$ cat src/rtl/sap_pkg.sv
// Shared SAP-1 definitions: RAM geometry and the program-loader state/error types.
package sap_pkg;

  // RAM geometry shared by the RAM, the MAR and the loader.
  localparam int RAM_ADDR_W = 4;
  localparam int RAM_DEPTH  = 1 << RAM_ADDR_W;
  localparam int RAM_DATA_W = 8;

  typedef enum logic [2:0] {
    L_IDLE   = 3'd0,
    L_LOAD   = 3'd1,
    L_CHECK  = 3'd2,
    L_VERIFY = 3'd3,
    L_DONE   = 3'd4,
    L_ERROR  = 3'd5
  } LOADER_STATE_t;

  typedef enum logic [1:0] {
    ERR_NONE   = 2'd0,
    ERR_CKSUM  = 2'd1,
    ERR_VERIFY = 2'd2,
    ERR_ABORT  = 2'd3
  } LOADER_ERR_t;

  // States in which a load is in flight (start ignored, abort honoured).
  function automatic logic is_busy(LOADER_STATE_t s);
    return (s == L_LOAD) || (s == L_CHECK) || (s == L_VERIFY);
  endfunction

endpackage

$ cat src/rtl/loader_sum.sv
// Modulo-2**W accumulator with clear and add-enable; clear has priority.
module loader_sum
  import sap_pkg::*;
#(
  parameter int W = RAM_DATA_W
) (
  input  logic         clk,
  input  logic         rst,
  input  logic         clr_i,
  input  logic         en_i,
  input  logic [W-1:0] data_i,
  output logic [W-1:0] sum_o
);

  logic [W-1:0] sum_q;
  logic [W-1:0] sum_d;

  // Next accumulator value: clear, add, or hold; the carry out is dropped.
  always_comb begin
    // NOTE: default first so that no branch leaves sum_d unassigned (no latch).
    sum_d = sum_q;
    if (clr_i) begin
      sum_d = '0;
    end else if (en_i) begin
      sum_d = sum_q + data_i;
    end
  end

  // Accumulator register with synchronous reset.
  always_ff @(posedge clk) begin
    // NOTE: non-blocking so every register here samples pre-edge values.
    if (rst) begin
      sum_q <= '0;
    end else begin
      sum_q <= sum_d;
    end
  end

  assign sum_o = sum_q;

endmodule

$ cat src/rtl/sap1_loader.sv
// SAP-1 program loader: streams DEPTH bytes plus a checksum into the CPU RAM,
// reads the RAM back to verify it, and holds the CPU in clear until it passes.
module sap1_loader
  import sap_pkg::*;
#(
  parameter int DEPTH  = RAM_DEPTH,   // must equal 2**ADDR_W
  parameter int ADDR_W = RAM_ADDR_W,
  parameter int DATA_W = RAM_DATA_W
) (
  input  logic              clk,
  input  logic              rst,
  input  logic              start,
  input  logic              abort,
  input  logic              in_valid,
  input  logic [DATA_W-1:0] in_data,
  output logic              in_ready,
  output logic              ram_we,
  output logic [ADDR_W-1:0] ram_wr_addr,
  output logic [DATA_W-1:0] ram_wr_data,
  output logic [ADDR_W-1:0] ram_rd_addr,
  input  logic [DATA_W-1:0] ram_rd_data,
  output logic              cpu_hold,
  output logic              busy,
  output logic              done,
  output logic [1:0]        err_code
);

  localparam int                VCNT_W    = ADDR_W + 1;
  localparam logic [ADDR_W-1:0] LAST_ADDR = ADDR_W'(DEPTH - 1);
  // VERIFY issues reads on counts 0..DEPTH-1 and decides on count DEPTH.
  localparam logic [VCNT_W-1:0] VCNT_LAST = VCNT_W'(DEPTH);

  LOADER_STATE_t     state_q, state_d;
  LOADER_ERR_t       err_q, err_d;
  logic [ADDR_W-1:0] wr_ptr_q, wr_ptr_d;
  logic [VCNT_W-1:0] vcnt_q, vcnt_d;
  logic [DATA_W-1:0] cksum_q, cksum_d;
  logic              ram_we_q, ram_we_d;
  logic [ADDR_W-1:0] wr_addr_q, wr_addr_d;
  logic [DATA_W-1:0] wr_data_q, wr_data_d;

  logic              sum_clr, sum_en, vsum_clr, vsum_en;
  logic [DATA_W-1:0] sum_q, vsum_q;
  logic [DATA_W-1:0] ck_total, vsum_total;
  logic              accept;

  // Running sum of program bytes as they are accepted.
  loader_sum #(.W(DATA_W)) u_sum (
    .clk    (clk),
    .rst    (rst),
    .clr_i  (sum_clr),
    .en_i   (sum_en),
    .data_i (in_data),
    .sum_o  (sum_q)
  );

  // Sum of the bytes read back from RAM during VERIFY.
  loader_sum #(.W(DATA_W)) u_vsum (
    .clk    (clk),
    .rst    (rst),
    .clr_i  (vsum_clr),
    .en_i   (vsum_en),
    .data_i (ram_rd_data),
    .sum_o  (vsum_q)
  );

  assign in_ready = (state_q == L_LOAD) || (state_q == L_CHECK);
  // Abort wins over a same-cycle byte: that byte is neither written nor summed.
  assign accept     = in_valid && in_ready && !abort;
  assign ck_total   = sum_q + in_data;
  // Includes the final readback byte, which arrives on the deciding cycle.
  assign vsum_total = vsum_q + ram_rd_data + cksum_q;

  // Next-state and datapath control for the load / check / verify sequence.
  always_comb begin
    state_d   = state_q;
    err_d     = err_q;
    wr_ptr_d  = wr_ptr_q;
    vcnt_d    = vcnt_q;
    cksum_d   = cksum_q;
    ram_we_d  = 1'b0;
    wr_addr_d = wr_addr_q;
    wr_data_d = wr_data_q;
    sum_clr   = 1'b0;
    sum_en    = 1'b0;
    vsum_clr  = 1'b0;
    vsum_en   = 1'b0;

    unique case (state_q)
      L_IDLE, L_DONE, L_ERROR: begin
        if (start) begin
          state_d  = L_LOAD;
          err_d    = ERR_NONE;
          wr_ptr_d = '0;
          sum_clr  = 1'b1;
        end
      end

      L_LOAD: begin
        if (abort) begin
          state_d = L_ERROR;
          err_d   = ERR_ABORT;
        end else if (accept) begin
          ram_we_d  = 1'b1;
          wr_addr_d = wr_ptr_q;
          wr_data_d = in_data;
          sum_en    = 1'b1;
          wr_ptr_d  = wr_ptr_q + 1'b1;
          if (wr_ptr_q == LAST_ADDR) begin
            state_d = L_CHECK;
          end
        end
      end

      L_CHECK: begin
        if (abort) begin
          state_d = L_ERROR;
          err_d   = ERR_ABORT;
        end else if (accept) begin
          if (ck_total == '0) begin
            state_d  = L_VERIFY;
            cksum_d  = in_data;
            vcnt_d   = '0;
            vsum_clr = 1'b1;
          end else begin
            state_d = L_ERROR;
            err_d   = ERR_CKSUM;
          end
        end
      end

      L_VERIFY: begin
        if (abort) begin
          state_d = L_ERROR;
          err_d   = ERR_ABORT;
          vcnt_d  = '0;
        end else begin
          // Read data trails its address by one cycle, so count 0 adds nothing.
          vsum_en = (vcnt_q != '0);
          vcnt_d  = vcnt_q + 1'b1;
          if (vcnt_q == VCNT_LAST) begin
            vcnt_d = '0;
            if (vsum_total == '0) begin
              state_d = L_DONE;
            end else begin
              state_d = L_ERROR;
              err_d   = ERR_VERIFY;
            end
          end
        end
      end

      default: begin
        state_d = L_IDLE;
      end
    endcase
  end

  // State and datapath registers; reset abandons any load and cancels writes.
  always_ff @(posedge clk) begin
    if (rst) begin
      state_q   <= L_IDLE;
      err_q     <= ERR_NONE;
      wr_ptr_q  <= '0;
      vcnt_q    <= '0;
      cksum_q   <= '0;
      ram_we_q  <= 1'b0;
      wr_addr_q <= '0;
      wr_data_q <= '0;
    end else begin
      state_q   <= state_d;
      err_q     <= err_d;
      wr_ptr_q  <= wr_ptr_d;
      vcnt_q    <= vcnt_d;
      cksum_q   <= cksum_d;
      ram_we_q  <= ram_we_d;
      wr_addr_q <= wr_addr_d;
      wr_data_q <= wr_data_d;
    end
  end

  assign ram_we      = ram_we_q;
  assign ram_wr_addr = wr_addr_q;
  assign ram_wr_data = wr_data_q;
  assign ram_rd_addr = vcnt_q[ADDR_W-1:0];
  assign busy        = is_busy(state_q);
  assign cpu_hold    = busy || (state_q == L_ERROR);
  assign done        = (state_q == L_DONE);
  assign err_code    = (state_q == L_ERROR) ? err_q : ERR_NONE;

endmodule

$ cat config.mk
export PLATFORM = sky130hd
export DESIGN_NAME = sap1_loader
export DESIGN_NICKNAME = d
export VERILOG_FILES = /design/src/rtl/sap_pkg.sv /design/src/rtl/loader_sum.sv /design/src/rtl/sap1_loader.sv
export SDC_FILE = /design/constraint.sdc
export NUM_CORES = 1
export LEC_CHECK = 0
export CELL_PAD_IN_SITES_DETAIL_PLACEMENT = 1
export CELL_PAD_IN_SITES_GLOBAL_PLACEMENT = 2
export CORE_ASPECT_RATIO = 1.5
export CORE_MARGIN = 2
export CORE_UTILIZATION = 33
export CTS_CLUSTER_DIAMETER = 50
export DETAILED_ROUTE_END_ITERATION = 7
export GPL_TIMING_DRIVEN = 0
export PLACE_DENSITY = 0.82
export SYNTH_ARGS = -nofsm -noshare
export SYNTH_HDL_FRONTEND = slang
export SYNTH_SLANG_ARGS = --single-unit
$ cat constraint.sdc
create_clock -name clk -period 4.4 [get_ports clk]
set_input_delay 0.88 -clock clk [delete_from_list [all_inputs] [get_ports clk]]
set_output_delay 0.88 -clock clk [all_outputs]
set_load 0.01 [all_outputs]
# Word level (Yosys, flattened, before mapping)
# Index checks and enable logic that the tools add are counted.
[totals]
regBits = 51
latchBits = 0
ramBits = 0
rom_bits = 0
in_bits = 21
output_inout_bits = 23
word_cells = 100
memories = 0
[classes]
addsub = 5
multipliers = 0
n_div = 0
order_cmp = 0
n_eq_ne = 20
n_shift = 0
muxes = 42
bitwise_logic = 1
reduce_logical = 22
[ops]
columns = ["cell", "count"]
rows = [
  ["2-to-1 mux 3 bit", 9],
  ["2-to-1 mux 5 bit", 5],
  ["adder 8 bit", 3],
  ["2-to-1 mux 2 bit", 9],
  ["logical NOT 8 bit", 2],
  ["!= test 3 bit, second input constant", 5],
  ["2-to-1 mux 1 bit", 12],
  ["2-to-1 mux 4 bit", 3],
  ["!= test 2 bit, second input constant", 6],
  ["one-hot mux 3 bit (4 select lines)", 1],
  ["AND reduction 4 bit", 3],
  ["one-hot mux 5 bit (2 select lines)", 1],
  ["one-hot mux 2 bit (4 select lines)", 1],
  ["one-hot mux 4 bit (2 select lines)", 1],
  ["AND reduction 7 bit", 1],
  ["equality test 3 x 2 -> 1 bit, second input constant", 2],
  ["equality test 3 bit, second input constant", 2],
  ["adder 5 x 1 -> 5 bit, second input constant", 1],
  ["equality test 5 bit, second input constant", 1],
  ["AND reduction 5 bit", 1],
  ["nonzero test 5 bit", 1],
  ["adder 4 x 1 -> 4 bit, second input constant", 1],
  ["equality test 4 bit, second input constant", 1],
  ["nonzero test 2 bit", 2],
  ["other kinds (12)", 16],
]

# Longest topological paths before layout
# Gate-level depths: netlist of run 1.
[logic_depth]
depth_word = 8
ltp_mapped = 17
mapped_depth_nobuf = 17

# Modules after synthesis
# From an unflattened synthesis of run 1, not the netlist that was laid out.
[hier_totals]
hier_cells = 418
hier_area_um2 = 3562.2
[modules_own_cells]
columns = ["module", "instances", "cells_per_inst", "area_per_inst_um2", "seq_area_each_um2"]
rows = [
  ["sap1_loader", 1, 280, 2381.0, 700.7],
  ["loader_sum", 2, 69, 590.6, 160.2],
]

# Worst setup path before layout of run 1
# OpenSTA, ideal clock, no wires.
[synth_timing]
path_kind = "input -> register"
startpoint = "input port ram_rd_data[0]"
endpoint = "register err_q[1]"
setup_ns = 0.116
t_arrival_ns = 3.786
t_required_ns = 4.284
path_slack_ns = 0.498
cell_stages = 17
n_path_buf = 0
cell_sequence = "ha_1 -> inv_1 -> fa_1 -> nor2b_1 -> o21ai_0 -> a21boi_0 -> o21a_1 -> or3_1 -> and2_1 -> ha_1 -> inv_1 -> nor3_1 -> a221o_1 -> a211oi_1 -> nand4b_1 -> o21ba_2 -> a41o_1"
[synth_between]
elab_chain_len = 5
[synth_rtl]
columns = ["item", "line", "rtl"]
rows = [
  ["start: declaration", "sap1_loader.sv:21", "input logic [DATA_W-1:0] ram_rd_data,"],
  ["adder 8 bit (2 in series)", "sap1_loader.sv:72", "assign vsum_total = vsum_q + ram_rd_data + cksum_q;"],
  ["logical NOT 8 bit", "sap1_loader.sv:143", "if (vsum_total == '0) begin"],
  ["!= test 3 bit (no line)", "n/a", ""],
  ["AND reduction 7 bit (no line)", "n/a", ""],
  ["end signal: assignment", "sap1_loader.sv:172", "err_q <= err_d;"],
  ["end: declaration", "sap1_loader.sv:34", "LOADER_ERR_t err_q, err_d;"],
]
# No other way between the ends.
# A chain may end at the register's enable or synchronous reset.

# Worst setup path after layout of run 1
# Ends and elaborated chain as after synthesis.

==> results.ini, run 1 <==
[global_route]
gr-usage-all-layers = 0.1848
grt_pass1_wl_um = 15960
grt_pass1_vias = 3333
grt_antenna_before_repair = 0
grt_max_degree = 15
grt_overflow = 0

[logic_synthesis]
yosysTopAreaCellShare = 0.3116
synth_area_leaders = dfxtp_1 31%, ha_1 9.2%, a21oi_1 6.6%
synth_edf_count = 0
synth_cells = 407
ys.flop_type = dfxtp_1
ys_seq_area_frac = 0.3116
netlist_area_mm2 = 0.003277
ys_async_sr_fraction = 0
synth_fp_nets = 455
synth_largest_area_cell = dfxtp_1
yosysWarnings = 0
syn_avg_cell_area_um2 = 8.051
ys_ff_latch = 51
synth_cell_type_count = 58

[worst_setup_path]
crit_slowest_cell = clkdlybuf4s50_1
critPathLaunchType = primary input
crit_family = compound AO/OA/AOI/OAI gates
r2r_slack_ns = 0.98
required_ns = 4.60
worstSetupPathType = in -> reg
critPathMaxFanout = 5
path_cells = clkdlybuf4s50_1 -> ha_1 -> inv_1 -> fa_1 -> nor2b_1 -> o21ai_2 -> a21boi_2 -> o21a_1 -> o21ai_0 -> and2_1 -> ha_4 -> nor2b_1 -> a221o_1 -> a211oi_2 -> nand4b_1 -> o21ba_2 -> a41o_1
worstPathArrival_ns = 4.31
slowest_delay_ns = 0.47
crit_buf_inv = 2
cpMostUsedCell = nor2b_1
critPathCaptureType = flip-flop

[routing]
via_per_inst = 5.298
wl_per_cell_um = 16.29
drtIter0Drc = 84
post-route-drc-count = 0
drtPass1Iterations = 4
routed_wl_um = 9350
vias = 3041
ant_nets = 0

[place]
pre_cts_ws_ns = -0.4168
placed_cells = 565
hpwl_um = 7406
gp_congestion = 0.8552
io_buffers = 43

[clock_network]
clkSinkCount = 51
clk_path_buf_depth = 2
clock_latency_ns = 0.30
htree_levels = 2
cts_hold_buffers = 0
path_clk_slew_ns = 0.07
tritoncts = done
cts_root_buffer = clkbuf_16
cts_made_buffers = 5

[sta]
tns_ns = 0
setup_viol = 0
min_period_over_period = 0.9352
worstMarginPinSlew_ns = 0.6534
rsz0062_at_grt = no
setup_slack_ns = 0.2853
finalHoldViolCount = 0
fmax_mhz = 243.0
final.setup_skew_ns = 0.007090
period_needed_ns = 4.115
hold_ws_ns = 0.4592
slew_violations = 0
max_slew_margin = 0.5644

[die]
die_width_um = 85.37
coreArea_mm2 = 0.009689
initial_core_util = 0.3382
rows = 44
die_area_mm2 = 0.01076
die_height_um = 126.0
io-pin-count = 44

[layout]
finalNonFillerCells = 574
final_common_cell = nand2_1
n_antenna_cell = 0
final_cell_mix = 54 x nand2_1, 51 x dfxtp_1, 45 x nor2_1, 43 x a21oi_1, 43 x clkdlybuf4s50_1
drive_above_1_share = 0.06754
fillers = 1177
final_core_util = 0.4150
nets = 506
multiInputGateArea_mm2 = 0.002079
area_growth_pct = 22.72
regArea_mm2 = 0.001021

[pwr]
p_leak_uw = 0.001574
p_per_area_mw_per_mm2 = 261.2
vdd_drop_max_mv = 0.2855

[outcome]
status = complete, no violations

[job]
max_cap_viol_count = 0

[hold_path]
hold_class = reg -> reg

-- cells in the mapped netlist (all sizes together), types with 4 or more instances --
cell type and count:
a21o 4, nor2 45, inv 22, o21ai 15, dfxtp 51, ha 24
nand2 55, buf 6, and3 4, nand2b 6, a211oi 8, xor2 7
xnor2 9, mux2i 15, clkbuf 12, nand3b 4, nor3 13, nand3 18
a21oi 43, nor2b 4
-- worst reg2reg max path, delay by kind of cell, from the launching register on --
kind / cells / cell delay, ns
AOI/OAI and AO/OA: 8 / 1.49
DFF: 1 / 0.35
buffers and inverters: 1 / 0.06
adders and majority gates: 3 / 0.87
and+or+nand+nor: 4 / 0.53
-- metrics by stage --
step / area, µm² / power [µW]
after detailed placement: 3851 / 666.8
after global routing: 4021 / 1096
after CTS: 3994 / 1057
final: 4021 / 1050
after global placement: 3851 / 662.9
after floorplan: 3277 / 593.8
-- registers in the layout (all words and copies together) (netlist names) --
signal and flops:
state_q 3, wr_ptr_q 4, cksum_q 8, u_vsum.sum_o 8, ram_wr_addr 4, ram_we 1
err_q 2, vcnt_q 5, u_sum.sum_o 8, ram_wr_data 8
-- cell families (layout without fill, tap and decap cells) --
group | Yosys count | after routing | synth area share
AOI/OAI and AO/OA | 92 | 92 | 0.1848
xor gates and xnor gates | 16 | 16 | 0.04277
adders and majority gates | 27 | 27 | 0.1100
buffers and inverters | 41 | 93 | 0.06148
DFF | 51 | 51 | 0.3116
muxes | 15 | 15 | 0.04582
and+or+nand+nor | 165 | 165 | 0.2436
-- area by class of cell --
| class | count | area share |
|---|---|---|
| inverter | 22 | 0.02054 |
| timing repair buffer | 44 | 0.1089 |
| clock inverter | 1 | 0.001245 |
| sequential | 51 | 0.2539 |
| tap | 115 | 0.03578 |
| multi-input combinational | 315 | 0.5171 |
| clock buffer | 7 | 0.03298 |
| buffer | 19 | 0.02956 |
-- per-layer routing --
layer  wire (µm)  global-route usage  share of wire  vias up
met5           0                   0              0        -
met4         221             0.06536          0.024        0
met3         246             0.03277          0.026       17
met2        5051              0.3451           0.54       41
met1        3830              0.2050           0.41     1459
li1            -                   -              -     1524
-- report_power, final --
group | switching (µW) | leakage [µW] | internal, µW
combinational | 104 | 0.00109 | 77.0
sequential | 5.45 | 0.000412 | 470
clock | 182 | 0.0000679 | 211
-- path summary, 6_finish.rpt --
check | from | cells after the start | to
max reg2reg | u_vsum.sum_o[0] | 16 | err_q[1]
max | ram_rd_data[0] | 17 | err_q[1]
min | ram_wr_addr[0] | 2 | ram_wr_addr[0]
min reg2reg | ram_wr_addr[0] | 2 | ram_wr_addr[0]
-- timing repair --
item | CTS | global route
resized for setup | 1 | 7
pin swaps | 0 | 2
buffers inserted | 0 | 1
endpoints found under the setup margin | 1 | 3
Note: power is estimated with default switching activity, not from simulation.
==> run 2: changes to the inputs <==
Settings changed: HOLD_SLACK_MARGIN set to 0.12.
==> results of run 2 <==
Final layout, timing and power as in run 1 (identical DEF).
==> run 3: changes to the inputs <==
Settings changed: ABC_CLOCK_PERIOD_IN_PS set to 4400, CORE_ASPECT_RATIO 1.5 to not set.
==> results.ini, run 3 (same netlist as run 1, synthesis figures left out) <==
[outcome]
status = complete, no violations

[worst_setup_path]
slowest_delay_ns = 0.47
path_cells = clkdlybuf4s50_1 -> ha_1 -> inv_1 -> fa_1 -> nor2b_1 -> o21ai_2 -> a21boi_2 -> o21a_1 -> o21ai_0 -> and2_1 -> ha_1 -> inv_1 -> nor3_1 -> a221o_1 -> a211oi_2 -> nand4b_1 -> o21ba_2 -> a41o_1
worstPathArrival_ns = 4.32
r2r_end = err_q[1]
worstSetupPathType = in -> reg
critPathLaunchType = primary input
r2r_start = u_vsum.sum_o[0]
critPathCaptureType = flip-flop
r2r_slack_ns = 0.98
required_ns = 4.61
reg2regPathDepth = 17
critPathMaxFanout = 5
crit_slowest_cell = clkdlybuf4s50_1

[layout]
area_growth_pct = 21.73
finalNonFillerCells = 590
drive_above_1_share = 0.06127
n_antenna_cell = 0
fillers = 1169
nets = 505
final_core_util = 0.4119
final_cell_mix = 54 x nand2_1, 51 x dfxtp_1, 45 x nor2_1, 43 x a21oi_1, 43 x clkdlybuf4s50_1
final_common_cell = nand2_1

[clock_network]
clk_path_buf_depth = 2
path_clk_slew_ns = 0.10
tritoncts = done
clkSinkCount = 51
postCtsSetupBuffers = 0
cts_made_buffers = 5
htree_levels = 2
cts_root_buffer = clkbuf_8
clock_latency_ns = 0.30

[sta]
period_needed_ns = 4.119
hold_ws_ns = 0.4667
fmax_mhz = 242.8
max_slew_margin = 0.5701
setup_viol = 0
setup_slack_ns = 0.2807
finalHoldViolCount = 0
rsz0062_at_grt = no
slew_violations = 0
worstMarginPinSlew_ns = 0.6448
final.setup_skew_ns = 0.008848
min_period_over_period = 0.9362

[routing]
post-route-drc-count = 0
wl_per_cell_um = 15.59
drtIter0Drc = 61
drtPass1Iterations = 4
vias = 3014
via_per_inst = 5.108
ant_nets = 0
routed_wl_um = 9200

[pwr]
vdd_drop_max_mv = 0.1195
pwr-share-seq = 0.486
combPwrFrac = 0.184
p_leak_uw = 0.001554
p_clk_frac = 0.330
swShare = 0.2708
p_per_area_mw_per_mm2 = 245.4
switchingPower_uw = 265.1
p_int_uw = 713.8

[die]
io-pin-count = 44
die_area_mm2 = 0.01074
coreArea_mm2 = 0.009684
rows = 36
die_height_um = 103.7
die_width_um = 103.7
initial_core_util = 0.3384

[hold_path]
hold_class = reg -> reg
hold_end = ram_wr_data[2]
holdCritStartpoint = ram_wr_data[2]
hold-path-cell-count = 2

[place]
placed_cells = 583
io_buffers = 43
pre_cts_ws_ns = -0.3413
hpwl_um = 7188
gp_congestion = 0.8256

[job]
max_cap_viol_count = 0

[global_route]
grt_antenna_before_repair = 0
grt_overflow = 0
grt_pass1_wl_um = 15550
gr-usage-all-layers = 0.1750
grt_max_degree = 15
grt_pass1_vias = 3172

-- run 3: cell types whose count changed in the layout (fill, tap and decap cells not counted) --
| cell | before | now |
|---|---|---|
| bufinv_16 | 0 | 1 |
| clkbuf_1 | 12 | 11 |
| ha_1 | 23 | 24 |
| inv_1 | 21 | 22 |
| clkinv_2 | 1 | 0 |
| buf_4 | 5 | 4 |
| ha_4 | 1 | 0 |
| inv_2 | 1 | 0 |
| clkbuf_8 | 2 | 7 |
| clkbuf_16 | 5 | 0 |
-- run 3: critical path: cells and delay by family --
family / cells / cell delay [ns]
AND/OR/NAND/NOR: 4 / 0.52
AO/OA/AOI/OAI: 8 / 1.40
buffers and inverters: 3 / 0.64
adder cells (fa/ha/maj): 3 / 0.88
-- run 3: area by class of cell --
cell class,count,area [µm²],share of cell area
tap,133,166.4,0.04172
buffer,19,118.9,0.02980
multi-input combinational,315,2067,0.5182
clock inverter,1,30.03,0.007528
timing repair buffer,43,430.4,0.1079
clock buffer,6,72.57,0.01819
inverter,22,82.58,0.02070
sequential,51,1021,0.2560
-- run 3: worst max path at each step --
| stage | depth (start not counted) | to | slack [ns] | from |
|---|---|---|---|---|
| 2_1_floorplan | 17 | err_q[1] | 0.50 | ram_rd_data[0] |
| 5_1_grt | 18 | err_q[1] | 0.05 | ram_rd_data[0] |
| 3_5_place_dp | 18 | err_q[1] | -0.34 | ram_rd_data[0] |
| 3_3_place_gp | 18 | err_q[1] | -0.23 | ram_rd_data[0] |
| 4_1_cts | 18 | err_q[1] | 0.09 | ram_rd_data[0] |
| 6_report | 18 | err_q[1] | 0.28 | ram_rd_data[0] |
-- run 3: timing repair --
action                                  in CTS  in global routing
hold endpoints to repair                     0                  0
pin swaps                                    0                  2
hold buffers                                 0                  0
resized for setup                            1                  4
endpoints found under the setup margin       1                  3
-- run 3: power by group through the flow --
stage	clock (µW)	sequential (µW)	combinational (µW)
3_5_place_dp	0	487	180
3_3_place_gp	0	486	176
4_1_cts	337	476	182
5_1_grt	352	477	201
2_1_floorplan	0	486	108
6_report	323	476	180
-- run 3: routing by layer --
layer / up-vias / track usage / share of wire
met5: - / 0 / 0
met4: 0 / 0.04633 / 0.014
met3: 9 / 0.02643 / 0.022
met2: 33 / 0.3117 / 0.50
met1: 1452 / 0.2202 / 0.46
li1: 1520 / - / -
-- run 3: metrics by stage --
| stage | cell area, µm² | setup TNS, ns | power, µW |
|---|---|---|---|
| global placement | 3874 | -0.4023 | 662.4 |
| global route | 3989 | 0 | 1030 |
| CTS | 3981 | 0 | 994.5 |
| floorplan | 3277 | 0 | 593.8 |
| finish | 3989 | 0 | 979.0 |
| detailed placement | 3874 | -0.7092 | 666.9 |
